==> src/rtl/lcd_char_driver_if.sv <==
// LCD pin bundle for the HD44780-style character display.
// Master drives the pins; slave observes them (board top or a bench).
//   lcd_d  : data nibble DB7..DB4
//   lcd_e  : enable strobe
//   lcd_rs : 0 = command, 1 = data
//   lcd_rw : write-only, held 0
//   sf_ce0 : StrataFlash chip enable, held 1 (shared data bus)
interface lcd_char_driver_if;
    logic [3:0] lcd_d;
    logic       lcd_e;
    logic       lcd_rs;
    logic       lcd_rw;
    logic       sf_ce0;

    modport master (
        output lcd_d,
        output lcd_e,
        output lcd_rs,
        output lcd_rw,
        output sf_ce0
    );

    modport slave (
        input lcd_d,
        input lcd_e,
        input lcd_rs,
        input lcd_rw,
        input sf_ce0
    );
endinterface

==> src/rtl/lcd_char_driver.sv <==
// Character LCD driver: 4-bit HD44780 init, then endless refresh of
// two 16-char rows from snapshots of line1/line2.
// Ports:
//   clk, reset      : clock, async active-high reset
//   line1, line2    : row ASCII, [127:120] = column 0
//   lcd             : LCD pin bundle (master)
//   init_done       : high once init has finished, until reset
//   frame_done      : one-cycle pulse at the end of each frame
module lcd_char_driver #(
    parameter int unsigned T_POWERON    = 750000,
    parameter int unsigned T_INIT_LONG  = 205000,
    parameter int unsigned T_INIT_SHORT = 5000,
    parameter int unsigned T_CMD        = 2000,
    parameter int unsigned T_CLEAR      = 82000,
    parameter int unsigned T_SU         = 2,
    parameter int unsigned T_E          = 12,
    parameter int unsigned T_H          = 1,
    parameter int unsigned T_NIB        = 50
) (
    input  logic                     clk,
    input  logic                     reset,
    input  logic [127:0]             line1,
    input  logic [127:0]             line2,
    lcd_char_driver_if.master        lcd,
    output logic                     init_done,
    output logic                     frame_done
);

    function automatic int unsigned max2(
        input int unsigned a,
        input int unsigned b
    );
        return (a > b) ? a : b;
    endfunction

    localparam int unsigned T_CLR_WAIT = T_CMD + T_CLEAR;
    localparam int unsigned T_MAX =
        max2(max2(max2(T_POWERON, T_INIT_LONG),
                  max2(T_INIT_SHORT, T_CLR_WAIT)),
             max2(max2(T_SU, T_E), max2(T_H, T_NIB)));
    localparam int CW = $clog2(T_MAX + 1);

    typedef enum logic [3:0] {
        S_POWERON,
        S_INIT1,
        S_INIT2,
        S_INIT3,
        S_INIT4,
        S_FUNC,
        S_ENTRY,
        S_DISP,
        S_CLR,
        S_ADDR1,
        S_ROW1,
        S_ADDR2,
        S_ROW2
    } state_t;

    // Sub-sequence inside each step: nibble strobe, inter-nibble gap,
    // and the post-step settle wait.
    typedef enum logic [2:0] {
        P_SETUP,
        P_PULSE,
        P_HOLD,
        P_GAP,
        P_WAIT
    } phase_t;

    state_t         state, state_n;
    phase_t         phase, phase_n;
    logic [CW-1:0]  cnt, cnt_n, lim;
    logic           done;
    logic           hi, hi_n;
    logic [3:0]     col, col_n;
    logic [127:0]   sh1, sh2;
    logic           snap;
    logic           single;
    logic [3:0]     d_q, d_n;
    logic           rs_q, rs_n;
    logic           e_q;
    logic           init_q, init_n;
    logic           fd_q, fd_n;
    logic [7:0]     byte_n;
    logic           byte_rs;
    logic           load;

    assign single = (state == S_INIT1) || (state == S_INIT2) ||
                    (state == S_INIT3) || (state == S_INIT4);

    // Length of the current phase in cycles.
    always_comb begin
        lim = CW'(T_CMD);
        unique case (phase)
            P_SETUP: lim = CW'(T_SU);
            P_PULSE: lim = CW'(T_E);
            P_HOLD:  lim = CW'(T_H);
            P_GAP:   lim = CW'(T_NIB);
            default: begin
                unique case (state)
                    S_POWERON: lim = CW'(T_POWERON);
                    S_INIT1:   lim = CW'(T_INIT_LONG);
                    S_INIT2:   lim = CW'(T_INIT_SHORT);
                    S_CLR:     lim = CW'(T_CLR_WAIT);
                    default:   lim = CW'(T_CMD);
                endcase
            end
        endcase
    end

    assign done = (cnt == lim - 1'b1);

    always_comb begin
        state_n = state;
        phase_n = phase;
        cnt_n   = cnt + 1'b1;
        hi_n    = hi;
        col_n   = col;
        init_n  = init_q;
        fd_n    = 1'b0;
        snap    = 1'b0;
        if (done) begin
            cnt_n = '0;
            unique case (phase)
                P_SETUP: phase_n = P_PULSE;
                P_PULSE: phase_n = P_HOLD;
                P_HOLD: begin
                    if (single || !hi) begin
                        phase_n = P_WAIT;
                    end else begin
                        phase_n = P_GAP;
                        hi_n    = 1'b0;
                    end
                end
                P_GAP: phase_n = P_SETUP;
                default: begin
                    phase_n = P_SETUP;
                    hi_n    = 1'b1;
                    unique case (state)
                        S_POWERON: state_n = S_INIT1;
                        S_INIT1:   state_n = S_INIT2;
                        S_INIT2:   state_n = S_INIT3;
                        S_INIT3:   state_n = S_INIT4;
                        S_INIT4:   state_n = S_FUNC;
                        S_FUNC:    state_n = S_ENTRY;
                        S_ENTRY:   state_n = S_DISP;
                        S_DISP:    state_n = S_CLR;
                        S_CLR: begin
                            state_n = S_ADDR1;
                            init_n  = 1'b1;
                            snap    = 1'b1;
                        end
                        S_ADDR1: begin
                            state_n = S_ROW1;
                            col_n   = 4'd0;
                        end
                        S_ROW1: begin
                            col_n = col + 1'b1;
                            if (col == 4'hf)
                                state_n = S_ADDR2;
                        end
                        S_ADDR2: begin
                            state_n = S_ROW2;
                            col_n   = 4'd0;
                        end
                        S_ROW2: begin
                            col_n = col + 1'b1;
                            if (col == 4'hf) begin
                                state_n = S_ADDR1;
                                fd_n    = 1'b1;
                                snap    = 1'b1;
                            end
                        end
                        default: state_n = S_POWERON;
                    endcase
                end
            endcase
        end
    end

    // Byte for the step being entered. Init nibbles are encoded as
    // 0x33/0x22 so either nibble select yields the right value.
    always_comb begin
        byte_n  = 8'h00;
        byte_rs = 1'b0;
        unique case (state_n)
            S_INIT1, S_INIT2, S_INIT3: byte_n = 8'h33;
            S_INIT4:  byte_n = 8'h22;
            S_FUNC:   byte_n = 8'h28;
            S_ENTRY:  byte_n = 8'h06;
            S_DISP:   byte_n = 8'h0C;
            S_CLR:    byte_n = 8'h01;
            S_ADDR1:  byte_n = 8'h80;
            S_ADDR2:  byte_n = 8'hC0;
            S_ROW1: begin
                byte_n  = sh1[{~col_n, 3'b000} +: 8];
                byte_rs = 1'b1;
            end
            S_ROW2: begin
                byte_n  = sh2[{~col_n, 3'b000} +: 8];
                byte_rs = 1'b1;
            end
            default: byte_n = 8'h00;
        endcase
    end

    // Data/RS only change on entry to SETUP, so they are frozen
    // through PULSE and HOLD.
    assign load = (phase_n == P_SETUP) && (phase != P_SETUP);

    always_comb begin
        d_n  = d_q;
        rs_n = rs_q;
        if (load) begin
            d_n  = hi_n ? byte_n[7:4] : byte_n[3:0];
            rs_n = byte_rs;
        end
    end

    always_ff @(posedge clk or posedge reset) begin
        if (reset) begin
            state  <= S_POWERON;
            phase  <= P_WAIT;
            cnt    <= '0;
            hi     <= 1'b1;
            col    <= 4'd0;
            sh1    <= '0;
            sh2    <= '0;
            d_q    <= 4'd0;
            rs_q   <= 1'b0;
            e_q    <= 1'b0;
            init_q <= 1'b0;
            fd_q   <= 1'b0;
        end else begin
            state  <= state_n;
            phase  <= phase_n;
            cnt    <= cnt_n;
            hi     <= hi_n;
            col    <= col_n;
            d_q    <= d_n;
            rs_q   <= rs_n;
            e_q    <= (phase_n == P_PULSE);
            init_q <= init_n;
            fd_q   <= fd_n;
            if (snap) begin
                sh1 <= line1;
                sh2 <= line2;
            end
        end
    end

    assign lcd.lcd_d  = d_q;
    assign lcd.lcd_e  = e_q;
    assign lcd.lcd_rs = rs_q;
    assign lcd.lcd_rw = 1'b0;
    assign lcd.sf_ce0 = 1'b1;
    assign init_done  = init_q;
    assign frame_done = fd_q;

endmodule
==> src/flat_wrapper.sv <==
// flat-port wrapper written by rule: the top's interface ports become plain ports
module lcd_char_driver_flat 
#(
    parameter int unsigned T_POWERON    = 750000,
    parameter int unsigned T_INIT_LONG  = 205000,
    parameter int unsigned T_INIT_SHORT = 5000,
    parameter int unsigned T_CMD        = 2000,
    parameter int unsigned T_CLEAR      = 82000,
    parameter int unsigned T_SU         = 2,
    parameter int unsigned T_E          = 12,
    parameter int unsigned T_H          = 1,
    parameter int unsigned T_NIB        = 50
)
  (clk, reset, line1, line2, init_done, frame_done, lcd_lcd_d, lcd_lcd_e, lcd_lcd_rs, lcd_lcd_rw, lcd_sf_ce0);
  lcd_char_driver_if lcd_i ();
  input  logic clk;
  input  logic reset;
  input  logic [127:0] line1;
  input  logic [127:0] line2;
  output logic init_done;
  output logic frame_done;
  output wire logic [$bits(lcd_i.lcd_d)-1:0] lcd_lcd_d;
  output wire logic [$bits(lcd_i.lcd_e)-1:0] lcd_lcd_e;
  output wire logic [$bits(lcd_i.lcd_rs)-1:0] lcd_lcd_rs;
  output wire logic [$bits(lcd_i.lcd_rw)-1:0] lcd_lcd_rw;
  output wire logic [$bits(lcd_i.sf_ce0)-1:0] lcd_sf_ce0;
  assign lcd_lcd_d = lcd_i.lcd_d;
  assign lcd_lcd_e = lcd_i.lcd_e;
  assign lcd_lcd_rs = lcd_i.lcd_rs;
  assign lcd_lcd_rw = lcd_i.lcd_rw;
  assign lcd_sf_ce0 = lcd_i.sf_ce0;
  lcd_char_driver #(.T_POWERON(T_POWERON), .T_INIT_LONG(T_INIT_LONG), .T_INIT_SHORT(T_INIT_SHORT), .T_CMD(T_CMD), .T_CLEAR(T_CLEAR), .T_SU(T_SU), .T_E(T_E), .T_H(T_H), .T_NIB(T_NIB)) u_core (.clk(clk), .reset(reset), .line1(line1), .line2(line2), .lcd(lcd_i), .init_done(init_done), .frame_done(frame_done));
endmodule
==> config.mk <==
export PLATFORM = sky130hd
export DESIGN_NAME = lcd_char_driver_flat
export DESIGN_NICKNAME = d
export VERILOG_FILES = /design/src/rtl/lcd_char_driver_if.sv /design/src/rtl/lcd_char_driver.sv /design/src/flat_wrapper.sv
export SDC_FILE = /design/constraint.sdc
export NUM_CORES = 1
export LEC_CHECK = 0
export CAP_MARGIN = 0
export CORE_MARGIN = 2
export CORE_UTILIZATION = 40
export DETAILED_ROUTE_END_ITERATION = 10
export DONT_BUFFER_PORTS = 1
export GPL_TIMING_DRIVEN = 0
export PLACE_DENSITY_LB_ADDON = 0.1
export SETUP_SLACK_MARGIN = 0.05
export SLEW_MARGIN = 0
export SYNTH_ARGS = -nofsm -noshare
export SYNTH_HDL_FRONTEND = slang
export SYNTH_SLANG_ARGS = --single-unit
==> constraint.sdc <==
create_clock -name clk -period 21.8 [get_ports clk]
set_clock_uncertainty 0.2 [all_clocks]
set_input_delay 2.18 -clock clk [delete_from_list [all_inputs] [get_ports clk]]
set_output_delay 2.18 -clock clk [all_outputs]
set_load 0.03 [all_outputs]
==> results by group, run 1 <==
Timing
  • RSZ-0062 raised after global routing: no
  • Slew margin rel.: 0.147
  • Crit path time final: 6.40 ns
  • Worst slew pin tran: about 1.2 ns
  • Max Slew Vio Count: 0
  • Post-route clock period utilization: 0.294
  • Hold_ws: between 0.3 and 0.4 ns
  • Maximum clock frequency: between 150 and 200 MHz
  • Setup TNS: 0 ns
  • Final Setup Violations: 0
  • Final hold vios: 0

Clocking
  • Post-CTS sizing: 0
  • CTS root buf: clkbuf_16
  • Clk pin slew, worst setup/hold paths: around 0.060 ns
  • H-tree levels: 2
  • Clk Latency, worst-skew pair: 0.56 ns
  • Total CTS buffers: 36
  • Hold-fix buffers at CTS: 0
  • CTS tree: yes
  • # clock sinks: 296
  • Setup bufs post-CTS: 0
  • Clk buf depth: 3

Global routing
  • Grt ovf: 0
  • Pin count of the biggest net entering global routing: 125
  • Initial antenna violation count: 23
  • GRT Total Usage: 0.272
  • First-pass GRT wire length: 75,300 um
  • Vias in the first global route: 10.8k

Final layout
  • Area delta synth->final: 11.7%
  • Non-Filler Instances: 1,803
  • Nets: between 1.5k and 2k
  • Multi-input logic area: roughly 7000 sq um
  • Design Area, Final: 16,700 sq um
  • Layout cells sized above 1: 0.285
  • Register area: 7410 sq um
  • Number of fill cells: 3,443

Die
  • Core Box Area: 36,700 sq um
  • Initial Util: 0.407
  • Chip Height: 197 um
  • Total Die Area: 38,900 sq um
  • I/O pin count: between 200 and 300
  • Row count: 70
  • Die Width: 197 um

Drt
  • Drc violations: 0
  • Detailed Route Iter0 Violations: just under 900
  • Vias/cell: 5.93
  • Final WL: 52,800 um
  • Routed vias: 10.7k
  • Antenna-violating nets left: 0
  • First-pass DRT Iterations: 5
  • Routed WL per cell: 29.3 um

Critical path
  • Worst EP arrival: 6.69 ns
  • R2R setup slack: 15.40 ns
  • Slowest stage delay, CP: about 1.2 ns
  • R2R depth: 18
  • FF-to-FF Start: u_core.phase[2]
  • CP Class: reg -> reg
  • CP endpoint kind: flip-flop
  • Crit-path cells: buf_2 -> inv_1 -> buf_2 -> nand3_1 -> ha_1 -> nor3b_1 -> mux2i_1 -> a32oi_1 -> or4_1 -> buf_2 -> nor4_4 -> o22ai_1 -> clkbuf_1 -> clkbuf_1 -> a2111oi_0 -> o21ai_0 -> nand4_1 -> a2bb2oi_2
  • CP Launch Type: flip-flop
  • Slowest CP cell: a2111oi_0
  • CP most frequent cell: buf_2
  • WP buf/inv: 6
  • Crit-path max FO: 10
  • Worst Path Required: roughly 22 ns
  • Capture point of the worst reg-to-reg path: u_core.lcd.lcd_d[3]
  • CP delay by family, top: compound AO/OA/AOI/OAI gates

Synth
  • Syn Area/Cell: 11.8 sq um
  • Post-synth EDFFs: 0
  • Synth Flop Type: dfrtp_1
  • Mapped Cells: about 1.3k
  • FF+latch count, synth: 296
  • Register area share after synthesis: 0.496
  • Async set-or-reset flop fraction in the synthesized netlist: 1.00
  • Distinct cells, synth: 89
  • Yosys warnings: 0
  • Mapped Nets: 1,527
  • Synthesized area: 14,900 sq um

Run status
  • Status: complete, no violations

Place
  • GPL Wtd Cong: 0.947
  • Dpl cell area: 15,600 sq um
  • Placed Instances: between 1.5k and 2k
  • PortBufs: 0
  • Dpl hpwl: 38,400 um

Job
  • Max Cap Viol: 0

Min path
  • Endpoint, Worst Hold: u_core.sh2[68]
  • Hold_sp: u_core.sh2[68]
  • Hold Path Stages: 1
  • Hold WC Path Type: reg -> reg

Pwr
  • Peak VDD IR: ~0.046 mV
  • Leakage power: 0.00741 uW
  • P per Cell Area: 72.1 nW/um^2
[sequential cells by signal, summed over array words and instances (netlist names)]
name and flops:
u_core.phase 3, u_core.lcd.lcd_rs 1, u_core.init_done 1, u_core.sh1 128
u_core.col 4, u_core.cnt 20, u_core.lcd.lcd_e 1, u_core.hi 1
u_core.frame_done 1, u_core.state 4, u_core.sh2 128, u_core.lcd.lcd_d 4
[layout make-up]
type,instances,area share
Clock buffer,51,0.0609
Timing Repair Buffer,2,0.00330
Sequential cell,296,0.444
Buffer,86,0.0267
Inverter,16,0.00435
Clock inverter,9,0.00397
Antenna cell,7,0.00105
Multi-Input combinational cell,868,0.421
Tap cell,468,0.0351
[cell usage in the layout (no fill, tap or decap), types with 8 or more instances in the layout]
cell,instances
inv_1,12
xnor2_1,13
and3_1,23
nand2_1,131
mux2i_1,101
buf_4,16
a211oi_1,16
a31oi_1,10
clkbuf_16,36
buf_2,20
dfrtp_1,294
a22oi_1,8
or3_1,10
xor2_1,13
mux2_2,260
a21oi_1,28
a32oi_1,9
o21ai_0,16
clkbuf_1,52
nor3_1,10
nand3_1,37
nor2_1,47
[cell usage after synthesis (all sizes together) (3+ instances only)]
| cell | count | area share |
|---|---|---|
| or4 | 3 | 0.0018 |
| buf | 43 | 0.019 |
| a2111oi | 7 | 0.0045 |
| nor2 | 48 | 0.012 |
| dfrtp | 294 | 0.49 |
| and3 | 23 | 0.0096 |
| a211o | 5 | 0.0029 |
| xor2 | 13 | 0.0076 |
| o221ai | 3 | 0.0018 |
| a21oi | 29 | 0.010 |
| a311o | 3 | 0.0020 |
| xnor2 | 13 | 0.0076 |
| or2 | 3 | 0.0013 |
| nand4b | 3 | 0.0028 |
| o211ai | 4 | 0.0020 |
| nand2b | 7 | 0.0029 |
| nor3 | 11 | 0.0040 |
| a32oi | 9 | 0.0053 |
| nand2 | 131 | 0.033 |
| a21o | 7 | 0.0035 |
| o21ai | 17 | 0.0057 |
| o22ai | 5 | 0.0021 |
| clkbuf | 43 | 0.011 |
| a22o | 3 | 0.0018 |
| nor4 | 11 | 0.0080 |
| nand3 | 37 | 0.012 |
| mux2i | 102 | 0.069 |
| or3 | 10 | 0.0042 |
| a311oi | 4 | 0.0023 |
| nor3b | 7 | 0.0039 |
| a221oi | 5 | 0.0029 |
| nand4 | 4 | 0.0017 |
| nor4bb | 3 | 0.0020 |
| a211oi | 17 | 0.0094 |
| nor2b | 4 | 0.0017 |
| ha | 3 | 0.0025 |
| a31oi | 10 | 0.0042 |
| inv | 16 | 0.0044 |
| mux2 | 260 | 0.20 |
| a22oi | 8 | 0.0040 |
[worst max path at each step]
| stage | startpoint | end | slack [ns] | cells after the start |
|---|---|---|---|---|
| 2_1_floorplan | reset | u_core.cnt[0] | 11.25 | 1 |
| 3_3_place_gp | reset | u_core.sh2[28] | 7.39 | 1 |
| 3_5_place_dp | u_core.phase[2] | u_core.lcd.lcd_d[3] | 15.47 | 18 |
| 4_1_cts | u_core.phase[2] | u_core.lcd.lcd_d[3] | 15.44 | 18 |
| 5_1_grt | u_core.phase[2] | u_core.lcd.lcd_d[3] | 15.10 | 18 |
| 6_report | u_core.phase[2] | u_core.lcd.lcd_d[3] | 15.40 | 18 |
[kinds of logic after synthesis]
logic type / share of synthesized area
muxes: 0.265
and+or+nand+nor: 0.106
DFF: 0.496
AOI/OAI and AO/OA: 0.0802
buffers and inverters: 0.0342
xor gates and xnor gates: 0.0152
adders and majority gates: 0.00318
other: 0.000503
[layer usage]
layer,vias to the layer above,routed length (um),part of all wire,global-route usage
li1,4680,-,-,-
met4,32,1460,0.028,0.0860
met5,-,210,0.0040,0
met1,5470,21900,0.41,0.346
met2,407,24800,0.47,0.438
met3,111,4480,0.085,0.0890
[worst register-to-register path: stages (launching register included)]
cell and delay (ns):
dfstp_2 0.54, buf_2 0.21, inv_1 0.10, buf_2 0.22, nand3_1 0.11, ha_1 0.22, nor3b_1 0.62, mux2i_1 0.26
a32oi_1 0.09, or4_1 0.55, buf_2 0.22, nor4_4 0.28, o22ai_1 0.24, clkbuf_1 0.36, clkbuf_1 0.44, a2111oi_0 1.15
o21ai_0 0.21, nand4_1 0.19, a2bb2oi_2 0.14
[through the flow]
stage                     total power, uW  setup WS, ns  utilization
after detailed placement              648         15.47        0.425
after CTS                            1220         15.44        0.454
after global routing                 1250         15.10        0.454
final                                1200         15.40        0.455
after global placement                646          7.39        0.423
after floorplan                       631         11.25            -
[power by group]
| group | internal (uW) | leakage [uW] | switching (uW) |
|---|---|---|---|
| Combinational | 25.0 | 0.00335 | 26.4 |
| Sequential | 574 | 0.00353 | 12.6 |
| Clock | 325 | 0.000533 | 241 |
(Power assumes the default switching activity.)
==> run 2, diff against run 1 <==
Clock period 21.8 ns to 6 ns, I/O delays scaled along.
==> run 2 against run 1 <==
Flip-flop and latch count did not move. Worst hold slack got worse by 0.28 ns. Sequential share of layout area fell by 5.8 points. Sequential power rose to 3.6 times the previous value. Wire length rose by 1.7%. Non-clock buffer count rose by 240. Via count rose by 9.1%. Largest cell class unchanged.
==> results by group, run 2 (synthesis gave the netlist of run 1 again) <==
Run status
  • Status: complete, no violations

Critical path
  • Crit path capture: u_core.lcd.lcd_d[3]
  • Slowest CP cell: clkbuf_1
  • Worst Path Required: 6.27 ns (-15.82 ns)
  • Crit-path cells: buf_2 -> inv_1 -> buf_2 -> nand3_1 -> ha_1 -> nor3b_2 -> mux2i_1 -> a32oi_1 -> or4_4 -> nand3b_1 -> o22ai_1 -> clkbuf_1 -> nor2_1 -> a22oi_1 -> o21ai_0 -> a211oi_1 -> o2111ai_1 -> a2bb2oi_2
  • CP Launch Point: u_core.phase[2]
  • CP Launch Type: flip-flop
  • R2R setup slack: 0.30 ns (-15.11 ns)
  • FF-to-FF Start: u_core.phase[2]
  • Slowest stage delay, CP: 0.83 ns (-0.32 ns)
  • CP Class: reg -> reg
  • WP buf/inv: 4 (-2)
  • Crit-path max FO: 10 (unchanged)
  • CP delay by family, top: compound AO/OA/AOI/OAI gates
  • Capture point of the worst reg-to-reg path: u_core.lcd.lcd_d[3]
  • Worst EP arrival: 5.98 ns (-0.71 ns)
  • CP endpoint kind: flip-flop
  • CP most frequent cell: buf_2
  • Crit. path cell count: 18 (unchanged)
  • R2R depth: 18 (unchanged)

Place
  • Dpl hpwl: 38,800 um (+1.2%)
  • PortBufs: 0 (unchanged)
  • GPL Wtd Cong: 0.918 (-3.0%)

Pwr
  • P per Cell Area: 243 nW/um^2 (+240%)
  • Peak VDD IR: 0.196 mV (+330%)
  • Leakage power: 0.00848 uW (+14%)

Die
  • Chip Height: 197 um (unchanged)
  • I/O pin count: 268 (unchanged)
  • Row count: 70 (unchanged)
  • Die Width: 197 um (unchanged)
  • Initial Util: 0.407 (unchanged)
  • Total Die Area: 38,900 sq um (unchanged)
  • Core Box Area: 36,700 sq um (unchanged)

Drt
  • Final WL: 53,700 um (+1.7%)
  • Routed WL per cell: 26.3 um (-10%)
  • Antenna-violating nets left: 0 (unchanged)
  • Drc violations: 0 (unchanged)
  • Vias/cell: 5.71 (-3.8%)
  • Routed vias: 11.7k (+9.1%)
  • Detailed Route Iter0 Violations: 877 (unchanged)
  • First-pass DRT Iterations: 5 (unchanged)

Timing
  • Setup TNS: 0 ns (unchanged)
  • RSZ-0062 raised after global routing: no
  • Crit path time final: 5.70 ns (-0.695 ns)
  • Post-route clock period utilization: 0.951 (+0.657)
  • Final hold vios: 0 (unchanged)
  • Max Slew Vio Count: 0 (unchanged)
  • Slew margin rel.: 0.259 (+0.112)
  • Maximum clock frequency: 175 MHz (+12%)
  • Final Setup Violations: 0 (unchanged)
  • Worst slew pin tran: 1.11 ns (-0.140 ns)

Clocking
  • CTS root buf: clkbuf_16
  • H-tree levels: 2 (unchanged)
  • Clk buf depth: 3 (unchanged)
  • Clk pin slew, worst setup/hold paths: 0.06 ns (about the same)
  • # clock sinks: 296 (unchanged)
  • CTS tree: yes
  • Total CTS buffers: 35 (-2.8%)
  • Clk Latency, worst-skew pair: 0.54 ns (-0.02 ns)

Min path
  • Hold Path Stages: 1 (unchanged)
  • Hold_sp: line1[99]
  • Hold WC Path Type: in -> reg

Final layout
  • Most common cell after layout, fill and taps aside: dfrtp_1
  • Most frequent cells in the layout: 294 x dfrtp_1, 260 x mux2_2, 231 x dlygate4sd3_1, 131 x nand2_1, 101 x mux2i_1
  • Final Util: 0.524 (+0.0690)
  • Layout cells sized above 1: 0.249 (-0.0354)
  • Top Registers: u_core.sh1: 128 flops, u_core.sh2: 128 flops, u_core.cnt: 20 flops
  • Nets: 1,806 (+15%)
  • Area delta synth->final: 28.6%

Global routing
  • GRT Total Usage: 0.276 (+0.00470)
  • Initial antenna violation count: 6 (-74%)
  • Vias in the first global route: 12.1k (+12%)
  • First-pass GRT wire length: 78,900 um (+4.8%)
  • Pin count of the biggest net entering global routing: 42 (-66%)
  • Grt ovf: 0 (unchanged)

Job
  • Max Cap Viol: 0 (unchanged)
## run 2: changes by cell type in the layout (fill, tap and decap cells not counted), moves of 2 or more
cell,change
buf_4,+3
buf_16,-2
bufinv_16,+4
dlygate4sd3_1,+231
buf_12,+8
## run 2: area by class of cell
type | instances | area, sq um
antenna | 8 | 20.0
buffer | 86 | 447
clock buffer | 51 | 1010
clock inverter | 10 | 158
fill | 3261 | 17500
inverter | 16 | 68.8
multi-input combinational | 868 | 7030
sequential | 296 | 7410
tap | 468 | 586
timing repair buffer | 242 | 2490
## run 2: worst reg2reg max path: stages, from the launching register on
cell and delay (ns):
dfstp_2 0.54, buf_2 0.21, inv_1 0.09, buf_2 0.22
nand3_1 0.11, ha_1 0.22, nor3b_2 0.41, mux2i_1 0.25
a32oi_1 0.09, or4_4 0.58, nand3b_1 0.24, o22ai_1 0.42
clkbuf_1 0.83, nor2_1 0.21, a22oi_1 0.20, o21ai_0 0.12
a211oi_1 0.36, o2111ai_1 0.21, a2bb2oi_2 0.14
## run 2: routing by layer
metal | part of all wire | vias up | global-route usage
met5 | 0.00035 | - | 0
met4 | 0.034 | 4 | 0.103
met3 | 0.072 | 107 | 0.0656
met2 | 0.47 | 425 | 0.445
met1 | 0.43 | 5966 | 0.363
li1 | - | 5177 | -
## run 2: report_power, final
part	internal, uW	total [uW]	switching [uW]
clock network	1340	2210	875
registers	2080	2130	47.9
logic	197	326	129
## run 2: per-stage QoR
step,std cells,setup WS (ns),hold slack [ns],total power [uW],instance area (sq um)
after detailed placement,1742,-0.381,0.272,2360,15700
after global placement,1734,-0.583,0.284,2350,15500
final,2045,0.296,0.0206,4670,19200
after floorplan,1266,1.27,0.252,2290,14900
after global routing,2041,0.0665,0.00419,4820,19200
after CTS,2034,0.0692,0.000000444,4700,19200
## run 2: how the worst min path moves through the flow
stage / endpoint
floorplan: u_core.cnt[15]
global placement: u_core.sh2[22]
detailed placement: u_core.sh1[12]
CTS: u_core.sh1[82]
global route: u_core.sh1[2]
finish: u_core.sh1[99]
## run 2: repair_timing
action,CTS,global route
setup buffers,0,3
resized for setup,3,1
endpoints found under the setup margin,3,4
endpoints found under the hold margin,240,0
hold buffers,231,0
